### src/rtl/memory_rc.sv
// memory_rc: parametrised word-addressed single-port synchronous SRAM model
// for the MBIST flow. Linear address is {RA,CA}. After reset, and on
// init_req, a sequential sweep writes INIT_VAL to every word while
// init_busy is high. Reads are registered and take one clock; rvalid
// strobes alongside each update of dataout. When read and write hit the
// same word in one cycle, the read returns the old contents.
//
// Optional feature, enabled by defining MEMORY_RC_FAULT_INJ_EN: adds the
// fi_* ports. While fi_en=1, bit fi_bit of word fi_addr is stuck at fi_val
// for writes, init-sweep writes and reads.
module memory_rc #(
  parameter int                DWIDTH   = 8,
  parameter int                RAWIDTH  = 2,
  parameter int                CAWIDTH  = 4,
  parameter logic [DWIDTH-1:0] INIT_VAL = '0
) (
  input  logic                       clk,
  input  logic                       rst,
  input  logic [RAWIDTH-1:0]         RA,
  input  logic [CAWIDTH-1:0]         CA,
  input  logic                       we,
  input  logic [DWIDTH-1:0]          datain,
  input  logic                       re,
  input  logic                       init_req,
`ifdef MEMORY_RC_FAULT_INJ_EN
  input  logic                       fi_en,
  input  logic [RAWIDTH+CAWIDTH-1:0] fi_addr,
  input  logic [$clog2(DWIDTH)-1:0]  fi_bit,
  input  logic                       fi_val,
`endif
  output logic [DWIDTH-1:0]          dataout,
  output logic                       rvalid,
  output logic                       init_busy
);

  localparam int AWIDTH = RAWIDTH + CAWIDTH;
  localparam int DEPTH  = 2 ** AWIDTH;

  // One extra counter bit so the terminal compare never aliases a wrap.
  localparam logic [AWIDTH:0] LAST_ADDR = (AWIDTH + 1)'(DEPTH - 1);

  typedef enum logic {
    ST_INIT  = 1'b0,
    ST_READY = 1'b1
  } state_t;

  state_t              state, state_nxt;
  logic [AWIDTH:0]     sweep_cnt, sweep_cnt_nxt;
  logic [AWIDTH-1:0]   addr;
  logic                mem_we;
  logic [AWIDTH-1:0]   mem_waddr;
  logic [DWIDTH-1:0]   mem_wdata;
  logic [DWIDTH-1:0]   mem_wdata_eff;
  logic                rd_en;
  logic [DWIDTH-1:0]   rd_word;

  logic [DWIDTH-1:0]   mem [DEPTH];

  assign addr      = {RA, CA};
  assign init_busy = (state == ST_INIT);

  // State and sweep-counter register.
  always_ff @(posedge clk) begin
    if (!rst) begin
      state     <= ST_INIT;
      sweep_cnt <= '0;
    end else begin
      state     <= state_nxt;
      sweep_cnt <= sweep_cnt_nxt;
    end
  end

  // Next-state logic plus array write/read control.
  always_comb begin
    // NOTE: every output of this block gets a default first, so no path can leave a latch behind.
    state_nxt     = state;
    sweep_cnt_nxt = sweep_cnt;
    mem_we        = 1'b0;
    mem_waddr     = addr;
    mem_wdata     = datain;
    rd_en         = 1'b0;
    unique case (state)
      ST_INIT: begin
        mem_we        = 1'b1;
        mem_waddr     = sweep_cnt[AWIDTH-1:0];
        mem_wdata     = INIT_VAL;
        sweep_cnt_nxt = sweep_cnt + (AWIDTH + 1)'(1);
        if (sweep_cnt == LAST_ADDR) begin
          state_nxt = ST_READY;
        end
      end
      ST_READY: begin
        if (init_req) begin
          state_nxt     = ST_INIT;
          sweep_cnt_nxt = '0;
        end else begin
          mem_we = we;
          rd_en  = re;
        end
      end
      default: state_nxt = ST_INIT;
    endcase
  end

`ifdef MEMORY_RC_FAULT_INJ_EN
  logic [DWIDTH-1:0] fi_mask;
  logic [DWIDTH-1:0] fi_force;

  // Stuck-at overlay applied to both the write path and the read path.
  always_comb begin
    fi_mask  = fi_en ? (DWIDTH'(1) << fi_bit) : '0;
    fi_force = fi_val ? fi_mask : '0;
    mem_wdata_eff = mem_wdata;
    rd_word       = mem[addr];
    if (mem_waddr == fi_addr) begin
      mem_wdata_eff = (mem_wdata & ~fi_mask) | fi_force;
    end
    if (addr == fi_addr) begin
      rd_word = (mem[addr] & ~fi_mask) | fi_force;
    end
  end
`else
  assign mem_wdata_eff = mem_wdata;
  assign rd_word       = mem[addr];
`endif

  // Array write port; the reset cycle leaves contents untouched.
  always_ff @(posedge clk) begin
    // NOTE: the array has no reset term; the init sweep defines its contents, which keeps it mappable to a RAM macro.
    if (rst && mem_we) begin
      mem[mem_waddr] <= mem_wdata_eff;
    end
  end

  // Registered read data and its valid strobe.
  always_ff @(posedge clk) begin
    if (!rst) begin
      dataout <= '0;
      rvalid  <= 1'b0;
    end else begin
      rvalid <= rd_en;
      if (rd_en) begin
        // NOTE: non-blocking assignments on both ports make a same-address read see the pre-write word.
        dataout <= rd_word;
      end
    end
  end

endmodule

### config.mk
export PLATFORM = sky130hd
export DESIGN_NAME = memory_rc
export DESIGN_NICKNAME = d
export VERILOG_FILES = /design/src/rtl/memory_rc.sv
export SDC_FILE = /design/constraint.sdc
export NUM_CORES = 1
export LEC_CHECK = 0
export ABC_AREA = 1
export CELL_PAD_IN_SITES_DETAIL_PLACEMENT = 1
export CELL_PAD_IN_SITES_GLOBAL_PLACEMENT = 2
export CORE_ASPECT_RATIO = 0.8
export CORE_MARGIN = 1
export CORE_UTILIZATION = 47
export DETAILED_ROUTE_END_ITERATION = 16
export GPL_ROUTABILITY_DRIVEN = 0
export PLACE_DENSITY = 0.95
export SLEW_MARGIN = 5
export SYNTH_ARGS = -nofsm -noshare
export SYNTH_HDL_FRONTEND = slang
export SYNTH_SLANG_ARGS = --single-unit
### constraint.sdc
create_clock -name clk -period 7.18 [get_ports clk]
set_clock_uncertainty 0.1 [all_clocks]
set_input_delay 1.795 -clock clk [delete_from_list [all_inputs] [get_ports clk]]
set_output_delay 1.795 -clock clk [all_outputs]
set_load 0.01 [all_outputs]
* After elaboration in Yosys (flattened, before gate mapping)
Memory sizes are Yosys's and may differ from the RTL's. A register that Yosys moved wholly into a read port is not among the register bits. Cells that the tools add are included.
Cells by class: bitwise gates (word level) 1, eq/ne operators 2, multiply operators 0, shift operators 0, magnitude comparators 0, divide/modulo/power cells 0, reduce and logical (&&, ||, !) cells 2, multiplexer cells 13, $add $sub $neg 1
Operator list (count):
- case mux 7 bit (2 select lines) | 1
- 2-to-1 mux 8 bit | 1
- adder 7 x 1 -> 7 bit (second input constant) | 1
- equality test 7 x 6 -> 1 bit (second input constant) | 1
- 2-to-1 mux 1 bit | 7
- 2-to-1 mux 7 bit | 1
- 2-to-1 mux 6 bit | 1
- case mux 1 bit (2 select lines) | 2
- inequality test 2 bit (second input constant) | 1
- logical AND 1 bit | 1
- logical NOT 1 bit | 1
- NOT 1 bit | 1
Storage, ports and cells: bits in latches 0, output and inout bits 10, input port bits 19, word-level logic and storage cells 23, memories kept 1, ROM bits 0, flip-flop bits (word level) 9, RAM bits 512
Memory list:
- mem | words 64, width 8, read ports 1, clocked after memory_dff 1, wr ports 1, RTL line 57 | logic [DWIDTH-1:0] mem [DEPTH];

* Depth between registers and ports, before layout
Gate-level depths: netlist of run 1.
word-level depth 5, mapped depth 14, depth with buffers taken out 11

* Least setup slack after synthesis of run 1
OpenSTA, ideal clock, no wires.
path type input to register, from input port CA[0], to memory mem[17][0] (enable), library setup time 370 ps, stages 7, data arrival time 3070 ps, buffers on the path 3, setup slack 3640 ps, required time 6710 ps, cell sequence buf_6 inv_6 buf_6 buf_6 a21oi_4 nand4_4 nor2_1
Between the ends: word-level cells in the longest chain between the ends 1
Ends and longest elaborated chain:
- start, declared | RTL line 20 | input logic [CAWIDTH-1:0] CA,
- 2-to-1 mux 6 bit | RTL line 82 | unique case (state)
- end, declared | RTL line 57
Every way passes these cells.

* Worst setup path in the final report of run 1
from input port rst, to memory mem[10][3] (enable)
Between the ends: word-level cells in the longest chain between the ends 3
Ends and longest elaborated chain:
- start, declared | RTL line 18 | input logic rst,
- logical AND 1 bit | RTL line 130 | if (rst && mem_we) begin
- 2-to-1 mux 1 bit | RTL line 130
- 2-to-1 mux 1 bit (not written as such) | RTL line 131 | mem[mem_waddr] <= mem_wdata_eff;
Every way passes these cells.

==> metrics.md, run 1 <==
| Metric | Value |
|---|---|
| Number of global-route vias before repair | `15400` |
| Crit. End Element | `flip-flop` |
| Netlist cell types | `28` |
| Resized Gates After CTS | `0` |
| Tcrit/Tclk final | `66.7%` |
| Post-synth EDFFs | `512` |
| Maxcap violations | `0` |
| First-pass GRT wire length | `95300 µm` |
| Cell Pwr Density | `259 nW/µm²` |
| Clock Pin Slew Worst Setup and Hold Paths | `0.06 ns` |
| Hold-fix buffers at CTS | `0` |
| Clock root buffer | `clkbuf_16` |
| CP max-delay cell | `nor2_1` |
| Final ANT Viol Nets | `0` |
| Drt wl/cell | `25.0 µm` |
| Die Y | `195 µm` |
| Area of the core | `45900 µm²` |
| Worst-path fanout max | `11` |
| Area growth, synth to finish | `9.18%` |
| Slew @ Worst Pin | `1.13 ns` |
| Layout fillers | `4793` |
| DR pass1 iterations | `5` |
| Ys flop type | `edfxtp_1` |
| Endpoints failing setup | `0` |
| Ys async rst share | `0%` |
| CTS Buffer Depth | `3` |
| Tot Pwr | `6.19 mW` |
| Crit path cell chain | `clkdlybuf4s50_1 > inv_1 > a21oi_4 > nand4_2 > nor2_1` |
| Setup CP Type | `input pin to flip-flop` |
| Req. time, crit path | `7.27 ns` |
| Fin crit period | `4.79 ns` |
| Avg Inst Size Synth | `11.6 µm²` |
| CTS Buf Count | `51` |
| Vias per cell | `5.84` |
| DRT Wirelength | `63200 µm` |
| Worst min-delay path class | `flip-flop to flip-flop` |
| DRT iter0 DRCs | `1626` |
| CTS tree | `yes` |
| Initial antenna violation count | `1` |
| I/O Pins | `29` |
| Clock sink total | `529` |
| Remaining global-route overflow | `0` |
| Largest stage delay on the critical path | `0.88 ns` |
| Number of synthesis warnings | `0` |
| Port Buffer Count | `28` |
| Status | `finished clean` |
| Setup_tns | `0 ns` |
| Max H-tree Level | `2` |
| Synthesized flop and latch total | `529` |
| Leak pwr | `8.76 nW` |
| Commonest non-fill, non-tap cell in the layout | `nand2_1` |
| Mapped cell area | `21900 µm²` |
| Fin. Hold Viols | `0` |
| Initial Util | `47.8%` |
| Seq. cell area | `15700 µm²` |
| Buf+Inv Stages, Crit Path | `2` |
| Clk_lat worst skew | `0.58 ns` |
| Syn nets | `1903` |
| Largest net degree at the start of global routing | `106` |
| Worst relative slew slack | `24.6%` |
| Proportion of layout cells with a drive suffix above 1 | `5.91%` |
| Post-CTS setup buffers | `0` |
| Crit path DAT | `4.88 ns` |
| Full die area | `47500 µm²` |
| DRC | `0` |
| Nets | `1890` |
| Post-DP HPWL | `36500 µm` |
| Max Slew Vio Count | `0` |
| Top Family by Delay on Critical Path | `simple AND/OR/NAND/NOR gates` |
| Critical Path Source Type | `input pin` |
| Seq/Total Area, Yosys | `71.7%` |
| Peak VDD IR | `220 µV` |
| Multi-input logic area | `5330 µm²` |
| Fmax | `0.209 GHz` |
| Cell count after synthesis | `1883` |
| RSZ-0062 raised after global routing | `no` |
| DR vias | `14700` |
| Row cnt | `70` |
| Total GRT Usage | `27.0%` |
| Most frequent cells in the layout | `nand2_1 (612), edfxtp_1 (512), nand3_1 (479)` |
| Die width | `243 µm` |
state kept, by name, indices dropped and copies added, names as in the netlist:
name / cells
dataout: 8
mem: 512
state: 1
rvalid: 1
sweep_cnt: 7
power by group:
part	switching (mW)	internal (mW)	leakage [nW]
sequential	0.00413	3.34	5.36
clock	1.12	1.41	0.752
combinational	0.231	0.0798	2.66
final timing paths:
path	start	to	slack [ns]	depth (start not counted)
setup reg to reg	state$_SDFF_PN0_	mem[10][3]$_DFFE_PP_	4.09	5
hold reg to reg	sweep_cnt[6]$_SDFFE_PN0P_	sweep_cnt[6]$_SDFFE_PN0P_	0.38	2
hold / removal	sweep_cnt[6]$_SDFFE_PN0P_	sweep_cnt[6]$_SDFFE_PN0P_	0.38	2
setup / recovery	rst	mem[10][3]$_DFFE_PP_	2.39	5
worst register-to-register path, stage by stage, from the launching register on:
cell and delay (ns):
dfxtp_1 0.31, buf_4 0.33, inv_2 0.20, o21ai_1 0.45, nand3_1 0.52, nor2_1 0.80
layout make-up:
class,count,share of cell area [%]
Sequential cell,529,65.6
Multi-Input combinational cell,1201,22.2
Clock buffer,73,5.98
Tap cell,612,3.20
Timing Repair Buffer,48,1.77
Inverter,39,0.685
Clock inverter,21,0.465
Antenna cell,1,0.0105
Yosys cell counts, types with 5 or more instances:
cell,instances,area (µm²)
buf_1,16,60.1
inv_1,33,124
clkbuf_1,5,18.8
dfxtp_1,17,340
nand3_1,479,2400
nand2_1,612,2300
buf_4,11,82.6
edfxtp_1,512,15400
o21a_1,8,60.1
buf_2,56,280
buf_6,26,293
nor2_1,72,270
a21oi_1,6,30.0
per-stage QoR:
stage | hold slack (ns) | cell area [µm²] | utilization (%) | worst slack, ns | instances
after floorplan | 0.340 | 21900 | - | 3.64 | 1883
after global placement | 0.362 | 22400 | 48.8 | 2.09 | 2429
after detailed placement | 0.366 | 22400 | 48.8 | 1.90 | 2429
after CTS | 0.374 | 23900 | 52.2 | 2.46 | 2523
after global routing | 0.390 | 23900 | 52.2 | 2.18 | 2524
final | 0.376 | 23900 | 52.2 | 2.39 | 2524
kinds of logic (layout without fill, tap and decap cells):
logic type	count (synthesis)	count (layout)	share of synthesized area (%)
compound gates	27	27	0.902
fa+ha+maj	1	1	0.0571
buf+inv	153	181	4.04
flops	529	529	71.7
other cells	0	1	0
simple gates	1173	1173	23.3
per-layer routing:
metal  vias up  GRT usage, %  routed length, µm
met4         0          8.29               1660
met2       615          44.0              30200
met3       106          4.22               4840
met1      7429          37.4              26500
li1       6591             -                  -
met5         -             0                  0
(Power assumes the default switching activity.)
==> inputs of run 2 (changes only) <==
--- a/config.mk
+++ b/config.mk
@@ -10,10 +10,10 @@
 export CELL_PAD_IN_SITES_GLOBAL_PLACEMENT = 2
 export CORE_ASPECT_RATIO = 0.8
 export CORE_MARGIN = 1
-export CORE_UTILIZATION = 47
+export CORE_UTILIZATION = 39
 export DETAILED_ROUTE_END_ITERATION = 16
 export GPL_ROUTABILITY_DRIVEN = 0
-export PLACE_DENSITY = 0.95
+export PLACE_DENSITY = 0.87
 export SLEW_MARGIN = 5
 export SYNTH_ARGS = -nofsm -noshare
 export SYNTH_HDL_FRONTEND = slang
==> constraint.sdc (replaced) <==
create_clock -name clk -period 4.35 [get_ports clk]
set_clock_uncertainty 0.1 [all_clocks]
set_input_delay 1.0875 -clock clk [delete_from_list [all_inputs] [get_ports clk]]
set_output_delay 1.0875 -clock clk [all_outputs]
set_load 0.01 [all_outputs]
==> run 2 against run 1 <==
Core utilization decreased by 7.6 points. Worst hold slack improved by 0.0054 ns. Power increased by 72%. Combinational power increased by 87%. Highest routed layer is now met5. Critical path depth decreased by 3. Final area increased by 3.1%.
==> metrics.md, run 2 (synthesis gave the netlist of run 1 again) <==
| Metric | Value |
|---|---|
| Status | `finished clean` |
| Top reg by flops | `mem` |
| Tcrit/Tclk final | `76.4%` |
| Largest regs | `mem: 512 flops, dataout: 8 flops, sweep_cnt: 7 flops` |
| Die Y | `214 µm` |
| Largest stage delay on the critical path | `0.72 ns` |
| Number of antenna diodes | `0` |
| Global routing's busiest layer | `met2` |
| Setup_tns | `0 ns` |
| Worst relative slew slack | `31.0%` |
| Leak pwr | `8.76 nW` |
| Max Slew Vio Count | `0` |
| Post-CTS setup buffers | `0` |
| Resized Gates After CTS | `0` |
| Initial Util | `39.6%` |
| Clk_lat worst skew | `0.62 ns` |
| Cell Pwr Density | `431 nW/µm²` |
| CP max-delay cell | `dfxtp_1` |
| Pint | `8.24 mW` |
| Port Buffer Count | `28` |
| Clock share of power | `42.6%` |
| Proportion of layout cells with a drive suffix above 1 | `9.01%` |
| Fin. Hold Viols | `0` |
| Seq. cell area | `15700 µm²` |
| Crit path DAT | `2.13 ns` |
| Drt wl/cell | `22.8 µm` |
| Largest net degree at the start of global routing | `129` |
| Die width | `267 µm` |
| Nets | `1942` |
| DRT iter0 DRCs | `1151` |
| First-pass GRT wire length | `93700 µm` |
| Tot Pwr | `10.6 mW` |
| DRC | `0` |
| GR Layer Usage met2 | `34.7%` |
| Clock sink total | `529` |
| Most frequent cells in the layout | `nand2_1 (612), edfxtp_1 (512), nand3_1 (479)` |
| Maxcap violations | `0` |
| Worst-path fanout max | `13` |
| Logic gate share of total power | `5.5%` |
| DR pass1 iterations | `5` |
| CTS Buf Count | `55` |
| I/O Pins | `29` |
| Post-DP HPWL | `37400 µm` |
| Sequential power share | `51.9%` |
| Critical Path Source Type | `flip-flop` |
| DRT Wirelength | `61900 µm` |
| Hold-fix buffers at CTS | `0` |
| Peak VDD IR | `315 µV` |
| Slew @ Worst Pin | `1.04 ns` |
| RSZ-0062 raised after global routing | `no` |
| NetSw | `2.40 mW` |
| Max reg flops | `512` |
| Final Util | `44.5%` |
| Endpoints failing setup | `0` |
| Total GRT Usage | `21.9%` |
| Sw Ratio | `22.5%` |
| Clock Pin Slew Worst Setup and Hold Paths | `0.06 ns` |
| Area growth, synth to finish | `12.5%` |
| Worst min-delay path class | `flip-flop to flip-flop` |
| Setup CP Type | `flip-flop to primary output` |
| CTS tree | `yes` |
| Post-layout instance area | `24700 µm²` |
| Met3 Use GR | `4.10%` |
| Remaining global-route overflow | `0` |
| Clock root buffer | `clkbuf_16` |
| Number of global-route vias before repair | `15300` |
| Layout fillers | `5884` |
| Final ANT Viol Nets | `0` |
| Crit. End Element | `primary output` |
| Req. time, crit path | `3.16 ns` |
| Fin crit period | `3.32 ns` |
| Multi-input logic area | `5330 µm²` |
| Full die area | `57200 µm²` |
| Initial antenna violation count | `1` |
| Vias per cell | `5.43` |
| Row cnt | `77` |
| Max H-tree Level | `2` |
| Crit path cell chain | `inv_2 > clkdlybuf4s50_1` |
| Post-DP Area | `23000 µm²` |
| Fmax | `0.301 GHz` |
| CTS Buffer Depth | `3` |
| DR vias | `14700` |
| M1 GR Usage | `30.5%` |
| Area of the core | `55400 µm²` |
| Final hold slack | `0.382 ns` |
| Commonest non-fill, non-tap cell in the layout | `nand2_1` |
## run 2: cell count changes in the layout (fill, tap and decap cells not counted), sizes merged
cell / delta
inv: +2
bufinv: +2
diode: -1
clkinvlp: +6
buf: +48
clkbuf: -4
## run 2: cell type report
class                   count  share of cell area [%]
clock buffers              69                    5.96
multi-input cells        1201                    21.6
flip-flops and latches    529                    63.7
inverters                  39                   0.654
well taps                 750                    3.80
clock inverters            31                   0.933
repair buffers             96                    3.38
## run 2: power by group through the flow
stage | combinational, mW | sequential (mW) | clock, mW
2_1_floorplan | 0.394 | 5.63 | 0
3_3_place_gp | 0.561 | 5.63 | 0
6_report | 0.582 | 5.53 | 4.53
4_1_cts | 0.582 | 5.53 | 4.60
5_1_grt | 0.635 | 5.52 | 4.79
3_5_place_dp | 0.578 | 5.63 | 0
## run 2: critical path, delay by kind of cell, from the launching register on
| kind | cells | cell delay, ns |
|---|---|---|
| buffers and inverters | 2 | 0.79 |
| flip-flops | 1 | 0.72 |
## run 2: per-layer routing
layer / wire length (µm) / share of wire (%) / up-vias
li1: - / - / 6703
met1: 27200 / 44 / 7507
met2: 29100 / 47 / 443
met3: 4060 / 6.6 / 94
met4: 1470 / 2.4 / 2
met5: 13 / 0.021 / -
## run 2: worst paths after layout
check,start,to,slack (ns),cells past startpoint
setup / recovery,state$_SDFF_PN0_,init_busy,1.03,2
hold / removal,sweep_cnt[6]$_SDFFE_PN0P_,sweep_cnt[6]$_SDFFE_PN0P_,0.38,2
setup reg to reg,state$_SDFF_PN0_,mem[60][4]$_DFFE_PP_,1.15,6
hold reg to reg,sweep_cnt[6]$_SDFFE_PN0P_,sweep_cnt[6]$_SDFFE_PN0P_,0.38,2
## run 2: through the flow
step                      setup WS, ns  instances
after CTS                         1.02       2715
after global placement           0.661       2615
after detailed placement         0.522       2615
after floorplan                   1.52       1883
after global routing             0.971       2715
final                             1.03       2715
==> inputs of run 3 (changes only) <==
--- a/config.mk
+++ b/config.mk
@@ -10,10 +10,10 @@
 export CELL_PAD_IN_SITES_GLOBAL_PLACEMENT = 2
 export CORE_ASPECT_RATIO = 0.8
 export CORE_MARGIN = 1
-export CORE_UTILIZATION = 39
+export CORE_UTILIZATION = 43
 export DETAILED_ROUTE_END_ITERATION = 16
 export GPL_ROUTABILITY_DRIVEN = 0
-export PLACE_DENSITY = 0.87
+export PLACE_DENSITY = 0.91
 export SLEW_MARGIN = 5
 export SYNTH_ARGS = -nofsm -noshare
 export SYNTH_HDL_FRONTEND = slang
==> constraint.sdc (replaced) <==
create_clock -name clk -period 3.1 [get_ports clk]
set_clock_uncertainty 0.1 [all_clocks]
set_input_delay 0.775 -clock clk [delete_from_list [all_inputs] [get_ports clk]]
set_output_delay 0.775 -clock clk [all_outputs]
set_load 0.01 [all_outputs]
==> run 3 against run 2 <==
Combinational power is 46% higher. Clock power is 43% higher. Wire length is 7.9% higher. Power is 42% higher. Worst setup slack worse by 0.80 ns. Register-to-register slack worse by 0.50 ns. Sequential cell count stayed put. Sequential power is 40% higher. First-iteration DRC count is 52% higher. Final area is 2.9% higher. Final cell count is 0.37% lower. Critical endpoint unchanged. Highest routed layer is now met4.
==> metrics.md, run 3 (synthesis gave the netlist of run 1 again) <==
| Metric | Value |
|---|---|
| Status | `finished clean` |
| Resized Gates After CTS | `1` |
| Row cnt | `73` |
| Placed Cells | `2610` |
| Maxcap violations | `0` |
| Setup_tns | `0 ns` |
| Top Family by Delay on Critical Path | `buffers and inverters` |
| Hold-fix buffers at CTS | `0` |
| Largest stage delay on the critical path | `0.66 ns` |
| Max reg flops | `512` |
| Slew @ Worst Pin | `0.700 ns` |
| Drt wl/cell | `24.7 µm` |
| Cell count along the critical path | `2` |
| Setup CP Type | `flip-flop to primary output` |
| R2r startpoint | `state$_SDFF_PN0_` |
| Tot Pwr | `15.1 mW` |
| Crit. End Element | `primary output` |
| DRT iter0 DRCs | `1753` |
| Number of antenna diodes | `0` |
| Number of global-route vias before repair | `16000` |
| Total GRT Usage | `26.2%` |
| Peak VDD IR | `465 µV` |
| Die Y | `204 µm` |
| Clk_lat worst skew | `0.61 ns` |
| Worst min-delay path class | `flip-flop to flip-flop` |
| Port Buffer Count | `28` |
| Vias per cell | `5.68` |
| Crit path DAT | `2.00 ns` |
| CP max-delay cell | `dfxtp_2` |
| DRC | `0` |
| CTS Buffer Depth | `3` |
| Fin. Hold Viols | `0` |
| Full die area | `51900 µm²` |
| First-pass GRT wire length | `99800 µm` |
| Req. time, crit path | `2.22 ns` |
| Fin cells | `2705` |
| Largest net degree at the start of global routing | `109` |
| Clock sink total | `529` |
| Area of the core | `50100 µm²` |
| Worst reg2reg endpoint | `mem[33][2]$_DFFE_PP_` |
| Post-CTS setup buffers | `0` |
| Proportion of layout cells with a drive suffix above 1 | `12.2%` |
| Area growth, synth to finish | `15.8%` |
| Final ANT Viol Nets | `0` |
| Worst relative slew slack | `53.4%` |
| Buf+Inv Stages, Crit Path | `2` |
| CTS tree | `yes` |
| Post-DP Area | `23700 µm²` |
| Tcrit/Tclk final | `92.7%` |
| Clock root buffer | `clkbuf_16` |
| RSZ-0062 raised after global routing | `no` |
| Remaining global-route overflow | `0` |
| Clock Pin Slew Worst Setup and Hold Paths | `0.06 ns` |
| Commonest non-fill, non-tap cell in the layout | `nand2_1` |
| Largest regs | `mem: 512 flops, dataout: 8 flops, sweep_cnt: 7 flops` |
| Post-layout instance area | `25400 µm²` |
| Worst-path fanout max | `18` |
| Initial Util | `43.8%` |
| Crit path cell chain | `inv_2 > clkdlybuf4s50_1` |
| DR vias | `15400` |
| DR pass1 iterations | `6` |
| Max H-tree Level | `2` |
| Post-DP HPWL | `42500 µm` |
| Endpoints failing setup | `0` |
| Leak pwr | `9.24 nW` |
| Most frequent cells in the layout | `nand2_1 (612), edfxtp_1 (512), nand3_1 (479)` |
| Nets | `2008` |
| Fin crit period | `2.87 ns` |
| Layout fillers | `5286` |
| I/O Pins | `29` |
| DRT Wirelength | `66800 µm` |
| Fmax | `0.348 GHz` |
| Reg2reg setup slack | `0.65 ns` |
| Critical Path Source Type | `flip-flop` |
| Initial antenna violation count | `1` |
| Final Util | `50.7%` |
| Top reg by flops | `mem` |
| CTS Buf Count | `51` |
| Cells on worst reg2reg path | `9` |
| Min-Delay Startpoint | `sweep_cnt[6]$_SDFFE_PN0P_` |
| Die width | `254 µm` |
| CP startpoint | `state$_SDFF_PN0_` |
| Crit path to | `init_busy` |
| Cell Pwr Density | `594 nW/µm²` |
| Max Slew Vio Count | `0` |
-- run 3: power by group --
group | switching [mW] | leakage (nW) | internal (mW) | total [mW]
sequential | 0.0103 | 4.42 | 7.74 | 7.75
combinational | 0.598 | 3.97 | 0.251 | 0.849
clock | 2.71 | 0.851 | 3.77 | 6.48
total | 3.32 | 9.24 | 11.8 | 15.1
-- run 3: routing by layer --
| metal | up-vias | track usage [%] | part of all wire [%] |
|---|---|---|---|
| li1 | 6831 | - | - |
| met1 | 7766 | 36.9 | 43 |
| met2 | 648 | 41.7 | 47 |
| met3 | 126 | 3.92 | 7.4 |
| met4 | 0 | 8.48 | 2.9 |
| met5 | - | 0 | 0 |
-- run 3: area by class of cell --
cell class	count	area (µm²)	share of cell area, %
clock buffer	66	1410	5.54
clock inverter	29	314	1.24
inverter	39	154	0.606
multi-input combinational	1201	5330	21.0
sequential	529	15700	61.9
tap	675	845	3.33
timing repair buffer	166	1620	6.39
-- run 3: stage by stage --
stage	hold WS, ns	worst slack [ns]
finish	0.387	0.226
global route	0.399	0.196
CTS	0.381	0.216
detailed placement	0.369	0.0293
global placement	0.356	0.0709
floorplan	0.340	0.580
-- run 3: worst min path at each step --
stage	end	slack, ns	depth (start not counted)
finish	sweep_cnt[6]$_SDFFE_PN0P_	0.39	2
global route	sweep_cnt[6]$_SDFFE_PN0P_	0.40	2
floorplan	sweep_cnt[6]$_SDFFE_PN0P_	0.34	2
CTS	sweep_cnt[6]$_SDFFE_PN0P_	0.38	2
global placement	sweep_cnt[6]$_SDFFE_PN0P_	0.36	2
detailed placement	sweep_cnt[6]$_SDFFE_PN0P_	0.37	2
-- run 3: worst min-delay path: stages (launching register included) --
cell and delay (ns):
dfxtp_1 0.32, nand2_1 0.07, a21oi_1 0.05
